$ cat src/rtl/fetch_redirect_stage_if.sv
// Fetch stage bus: hazard/redirect controls, imem port and IF/ID outputs.
// master drives controls and imem data; slave is the fetch stage.
interface fetch_redirect_stage_if #(
  parameter int BIT_WIDTH = 32,
  parameter int CNT_WIDTH = 16
);
  logic                 stall;
  logic                 pcMux;
  logic                 jal;
  logic [BIT_WIDTH-1:0] branchTarget;
  logic                 flushIn;
  logic [BIT_WIDTH-1:0] imemAddr;
  logic [BIT_WIDTH-1:0] imemData;
  logic [BIT_WIDTH-1:0] instOut;
  logic [BIT_WIDTH-1:0] pcOut;
  logic                 validOut;
  logic [CNT_WIDTH-1:0] redirectCount;
  logic [CNT_WIDTH-1:0] jalCount;
  logic                 protoErr;

  modport master (
    output stall, pcMux, jal, branchTarget, flushIn, imemData,
    input  imemAddr, instOut, pcOut, validOut,
    input  redirectCount, jalCount, protoErr
  );

  modport slave (
    input  stall, pcMux, jal, branchTarget, flushIn, imemData,
    output imemAddr, instOut, pcOut, validOut,
    output redirectCount, jalCount, protoErr
  );
endinterface

$ cat src/rtl/fetch_redirect_stage.sv
// Instruction fetch with IF/ID buffer; applies EX/MEM redirects,
// squashes the wrong-path slot and tracks redirect statistics.
module fetch_redirect_stage #(
  parameter int                BIT_WIDTH = 32,
  parameter logic [BIT_WIDTH-1:0] RESET_PC = '0,
  parameter int                CNT_WIDTH = 16
) (
  input  logic                  clk,
  input  logic                  rst,
  fetch_redirect_stage_if.slave bus
);
  typedef enum logic [1:0] {
    BOOT,
    RUN,
    REDIR
  } state_t;

  state_t               r_state;
  logic [BIT_WIDTH-1:0] r_pc;
  logic [BIT_WIDTH-1:0] r_inst;
  logic [BIT_WIDTH-1:0] r_pc4;
  logic                 r_valid;
  logic [CNT_WIDTH-1:0] r_redir_cnt;
  logic [CNT_WIDTH-1:0] r_jal_cnt;
  logic                 r_proto_err;

  logic                 w_accept;
  logic [BIT_WIDTH-1:0] w_pc_next;

  // A redirect coinciding with its own flush slot is ignored.
  assign w_accept  = bus.pcMux && !bus.flushIn
                     && (r_state != BOOT);
  assign w_pc_next = r_pc + BIT_WIDTH'(4);

  always_ff @(posedge clk) begin
    if (rst) begin
      r_state     <= BOOT;
      r_pc        <= RESET_PC;
      r_inst      <= '0;
      r_pc4       <= '0;
      r_valid     <= 1'b0;
      r_redir_cnt <= '0;
      r_jal_cnt   <= '0;
      r_proto_err <= 1'b0;
    end else if (r_state == BOOT) begin
      r_state <= RUN;
    end else begin
      if (r_state == REDIR && !bus.flushIn)
        r_proto_err <= 1'b1;
      if (w_accept) begin
        r_pc    <= bus.branchTarget;
        r_inst  <= '0;
        r_pc4   <= '0;
        r_valid <= 1'b0;
        r_state <= REDIR;
        if (r_redir_cnt != '1)
          r_redir_cnt <= r_redir_cnt + 1'b1;
        if (bus.jal && r_jal_cnt != '1)
          r_jal_cnt <= r_jal_cnt + 1'b1;
      end else begin
        r_state <= RUN;
        if (!bus.stall) begin
          r_inst  <= bus.imemData;
          r_pc4   <= w_pc_next;
          r_valid <= 1'b1;
          r_pc    <= w_pc_next;
        end
      end
    end
  end

  assign bus.imemAddr      = r_pc;
  assign bus.instOut       = r_inst;
  assign bus.pcOut         = r_pc4;
  assign bus.validOut      = r_valid;
  assign bus.redirectCount = r_redir_cnt;
  assign bus.jalCount      = r_jal_cnt;
  assign bus.protoErr      = r_proto_err;
endmodule

$ cat src/flat_wrapper.sv
// flat-port wrapper written by rule: the top's interface ports become plain ports
module fetch_redirect_stage_flat 
#(
  parameter int                BIT_WIDTH = 32,
  parameter logic [BIT_WIDTH-1:0] RESET_PC = '0,
  parameter int                CNT_WIDTH = 16
)
  (clk, rst, bus_stall, bus_pcMux, bus_jal, bus_branchTarget, bus_flushIn, bus_imemData, bus_imemAddr, bus_instOut, bus_pcOut, bus_validOut, bus_redirectCount, bus_jalCount, bus_protoErr);
  fetch_redirect_stage_if #(.BIT_WIDTH(BIT_WIDTH), .CNT_WIDTH(CNT_WIDTH)) bus_i ();
  input  logic clk;
  input  logic rst;
  input wire logic [$bits(bus_i.stall)-1:0] bus_stall;
  input wire logic [$bits(bus_i.pcMux)-1:0] bus_pcMux;
  input wire logic [$bits(bus_i.jal)-1:0] bus_jal;
  input wire logic [$bits(bus_i.branchTarget)-1:0] bus_branchTarget;
  input wire logic [$bits(bus_i.flushIn)-1:0] bus_flushIn;
  input wire logic [$bits(bus_i.imemData)-1:0] bus_imemData;
  output wire logic [$bits(bus_i.imemAddr)-1:0] bus_imemAddr;
  output wire logic [$bits(bus_i.instOut)-1:0] bus_instOut;
  output wire logic [$bits(bus_i.pcOut)-1:0] bus_pcOut;
  output wire logic [$bits(bus_i.validOut)-1:0] bus_validOut;
  output wire logic [$bits(bus_i.redirectCount)-1:0] bus_redirectCount;
  output wire logic [$bits(bus_i.jalCount)-1:0] bus_jalCount;
  output wire logic [$bits(bus_i.protoErr)-1:0] bus_protoErr;
  assign bus_i.stall = bus_stall;
  assign bus_i.pcMux = bus_pcMux;
  assign bus_i.jal = bus_jal;
  assign bus_i.branchTarget = bus_branchTarget;
  assign bus_i.flushIn = bus_flushIn;
  assign bus_i.imemData = bus_imemData;
  assign bus_imemAddr = bus_i.imemAddr;
  assign bus_instOut = bus_i.instOut;
  assign bus_pcOut = bus_i.pcOut;
  assign bus_validOut = bus_i.validOut;
  assign bus_redirectCount = bus_i.redirectCount;
  assign bus_jalCount = bus_i.jalCount;
  assign bus_protoErr = bus_i.protoErr;
  fetch_redirect_stage #(.BIT_WIDTH(BIT_WIDTH), .RESET_PC(RESET_PC), .CNT_WIDTH(CNT_WIDTH)) u_core (.clk(clk), .rst(rst), .bus(bus_i));
endmodule
$ cat config.mk
export PLATFORM = sky130hd
export DESIGN_NAME = fetch_redirect_stage_flat
export DESIGN_NICKNAME = d
export VERILOG_FILES = /design/src/rtl/fetch_redirect_stage_if.sv /design/src/rtl/fetch_redirect_stage.sv /design/src/flat_wrapper.sv
export SDC_FILE = /design/constraint.sdc
export NUM_CORES = 1
export LEC_CHECK = 0
export CORE_ASPECT_RATIO = 0.5
export CORE_MARGIN = 3
export CORE_UTILIZATION = 25
export CTS_CLUSTER_SIZE = 24
export DETAILED_ROUTE_END_ITERATION = 16
export REMOVE_ABC_BUFFERS = 1
export SYNTH_ARGS = -nofsm -noshare
export SYNTH_HDL_FRONTEND = slang
export SYNTH_SLANG_ARGS = --single-unit
export TNS_END_PERCENT = 50
$ cat constraint.sdc
create_clock -name clk -period 4.7 [get_ports clk]
set_clock_uncertainty 0.2 [all_clocks]
set_input_delay 0.94 -clock clk [delete_from_list [all_inputs] [get_ports clk]]
set_output_delay 0.94 -clock clk [all_outputs]
set_load 0.01 [all_outputs]
==> out/results.ini <==
[synth]
synth_mux_area_share_pct=0.3546
synth_fa_ha_area_share_pct=0.6649
synth_edf_count=0
async_reset_ff_share_pct=0
synth_top_area_share_pct=46.81
yosys.area_share.simple_pct=21.99
synth_xor_area_share_pct=8.378
avgSynthCellArea_um2=9.120
synth_ff_type=dfxtp_1
ys_ff_latch=132
synth.top_cells.by_area=dfxtp_1, a22o_1, xor2_1
syn_inst=619
ys_warn_count=0
synth_compound_area_share_pct=18.73
yosysTopAreaCell=dfxtp_1
ys_types=57
synth_top_family_by_area=simple AND/OR/NAND/NOR gates
synth_area_um2=5645
synth-seq-area-share_pct=46.81

[floorplanning]
die-area_um2=24530
die_y_um=112.3
io_pins=200
start_util_pct=25.76
die_w_um=218.5
fp.coreArea_um2=21920
rows=38

[timing]
finalSetupViolations=0
finalCritPeriodShare_pct=63.88
slew_violations=0
worstMarginPinSlew_ps=1157
fin_crit_ps=3002
grt_setup_unrepaired=no
hold_viol=0
setup_tns_ps=0
fmaxAchievable_mhz=333.1
relSlewSlack_pct=22.85
timing.final.ws_setup_ps=1698

[clock_network]
cts_tree=done
cts_setup_buffers=0
ctsRootBufferMaster=clkbuf_16
cts.clk_slew.worst_paths_ps=60
cts_buffer_depth=2
h-tree-depth=4
clock_sinks=132
cts.hold.buffers_added=0
cts_resized=0
cts_buffers=17
clk_latency_ps=410

[setup_path]
rr_worst_depth=6
required_ps=4850
end_kind=flip-flop
crit_path_start_kind=input port
critPathKind=input port to flip-flop
arrival_ps=3150
crit_fanout=37

[cells_and_area]
area_growth_pct=52.31
nFillCells=2163
antennaDiodeCount=0
final_common_cell=clkdlybuf4s50_1
drive_gt1_share_pct=6.804
nNetsFinal=884
final_cell_mix=clkdlybuf4s50_1, dfxtp_1, nand2_1

[power]
p_per_area_nw_per_um2=345.3
leakagePower_uw=0.002887
ir_worst_vdd_mv=0.2322

[routing]
drc=0
drtIter0Drc=342
post_drt_via_cell_ratio=4.832
antenna_left=0
drt-total-wl_mm=19.39
wl_per_cell_um=17.26
vias=5426
drt_first_pass_iters=4

[placement]
place_congestion=0.8287
pre_cts_ws_ps=1248
io_buffers=199
dp_hpwl_mm=14.13

[global_routing]
grt_pass1_wl_mm=30.37
grt_overflow=0
antenna_found_initial=0
grt_pass1_vias=5217
grt_max_degree=61
grt_usage_pct=15.47

[status]
status=complete, no violations

[hold_path]
hold_depth=2
hp-class=flip-flop to flip-flop

[flow_run]
max_cap_violations=0

path summary, 6_finish.rpt:
kind,startpoint,endpoint,slack (ps)
max,bus_stall,u_core.bus.instOut[6]$_SDFFE_PP0P_,1700
min,u_core.bus.pcOut[6]$_SDFFE_PP0P_,u_core.bus.pcOut[6]$_SDFFE_PP0P_,250
max reg2reg,u_core.bus.imemAddr[2]$_SDFFE_PP0P_,u_core.bus.imemAddr[24]$_SDFFE_PP0P_,2140
min reg2reg,u_core.bus.pcOut[6]$_SDFFE_PP0P_,u_core.bus.pcOut[6]$_SDFFE_PP0P_,250
synth_stat cells, types with 3 or more instances:
cell      number
a311oi_1       3
and3_1         6
buf_2         13
nand2_1       59
o22ai_1        8
a22o_1        34
o21a_1         3
a21oi_1       15
nor4_2         5
nor3_1        15
or3_1          9
a22oi_1       18
or4_1          4
nand3b_1       3
o31ai_1        3
nor3b_1        4
nand3_1       27
nand4_1       23
xor2_1        32
nor2_1        53
dfxtp_1      132
and2_1         4
o211ai_1       4
clkbuf_1      22
and4_1         5
inv_1          7
o21ai_0       36
a31oi_1        9
ha_1           3
xnor2_1       22
a211oi_1       3
area by class of cell:
type | instances | area [um^2] | share of cell area (%)
timing repair buffer | 208 | 2054 | 23.89
clock inverter | 10 | 203.9 | 2.372
sequential | 132 | 2643 | 30.73
inverter | 7 | 26.28 | 0.3056
clock buffer | 21 | 450.4 | 5.239
tap | 300 | 375.4 | 4.366
multi-input combinational | 445 | 2845 | 33.09
sequential cells by signal, summed over array words and instances, names as in the netlist:
| register | flops |
|---|---|
| u_core.bus.validOut | 1 |
| u_core.bus.jalCount | 16 |
| u_core.bus.imemAddr | 32 |
| u_core.bus.pcOut | 32 |
| u_core.r_state | 2 |
| u_core.bus.instOut | 32 |
| u_core.bus.protoErr | 1 |
| u_core.bus.redirectCount | 16 |
through the flow:
stage | hold WS [ps] | utilization, % | total power, uW | instance area, um^2 | cells
after floorplan | 266.6 | - | 1310 | 5498 | 584
after global placement | 237.6 | 36.21 | 1498 | 7936 | 1091
after detailed placement | 243.8 | 36.21 | 1499 | 7936 | 1091
after CTS | 250.9 | 39.19 | 3003 | 8591 | 1122
after global routing | 277.6 | 39.23 | 3086 | 8598 | 1123
final | 248.3 | 39.23 | 2969 | 8598 | 1123
routing by layer:
metal	track usage, %	vias up	wire length [um]
li1	-	2668	-
met1	20.61	2649	8744
met2	26.22	97	9823
met3	2.678	12	591
met4	3.689	0	228
met5	0	-	0
critical path: stages:
cell and delay [ps]:
clkdlybuf4s50_1 600, nand2b_1 130, o22ai_4 850, buf_4 430, a22o_1 180
cells by family after synthesis:
family                     count (synthesis)
adders and majority gates                  3
AOI/OAI and AO/OA                        152
muxes                                      2
buffers and inverters                     42
xor gates and xnor gates                  54
DFF                                      132
and+or+nand+nor                          234
report_power, final:
part / total [uW] / switching, uW / internal, uW / leakage (uW)
registers: 1200 / 41.2 / 1160 / 0.00107
clock network: 1490 / 489 / 1000 / 0.000321
logic: 279 / 129 / 149 / 0.00150
Note: power is estimated with default switching activity, not from simulation.
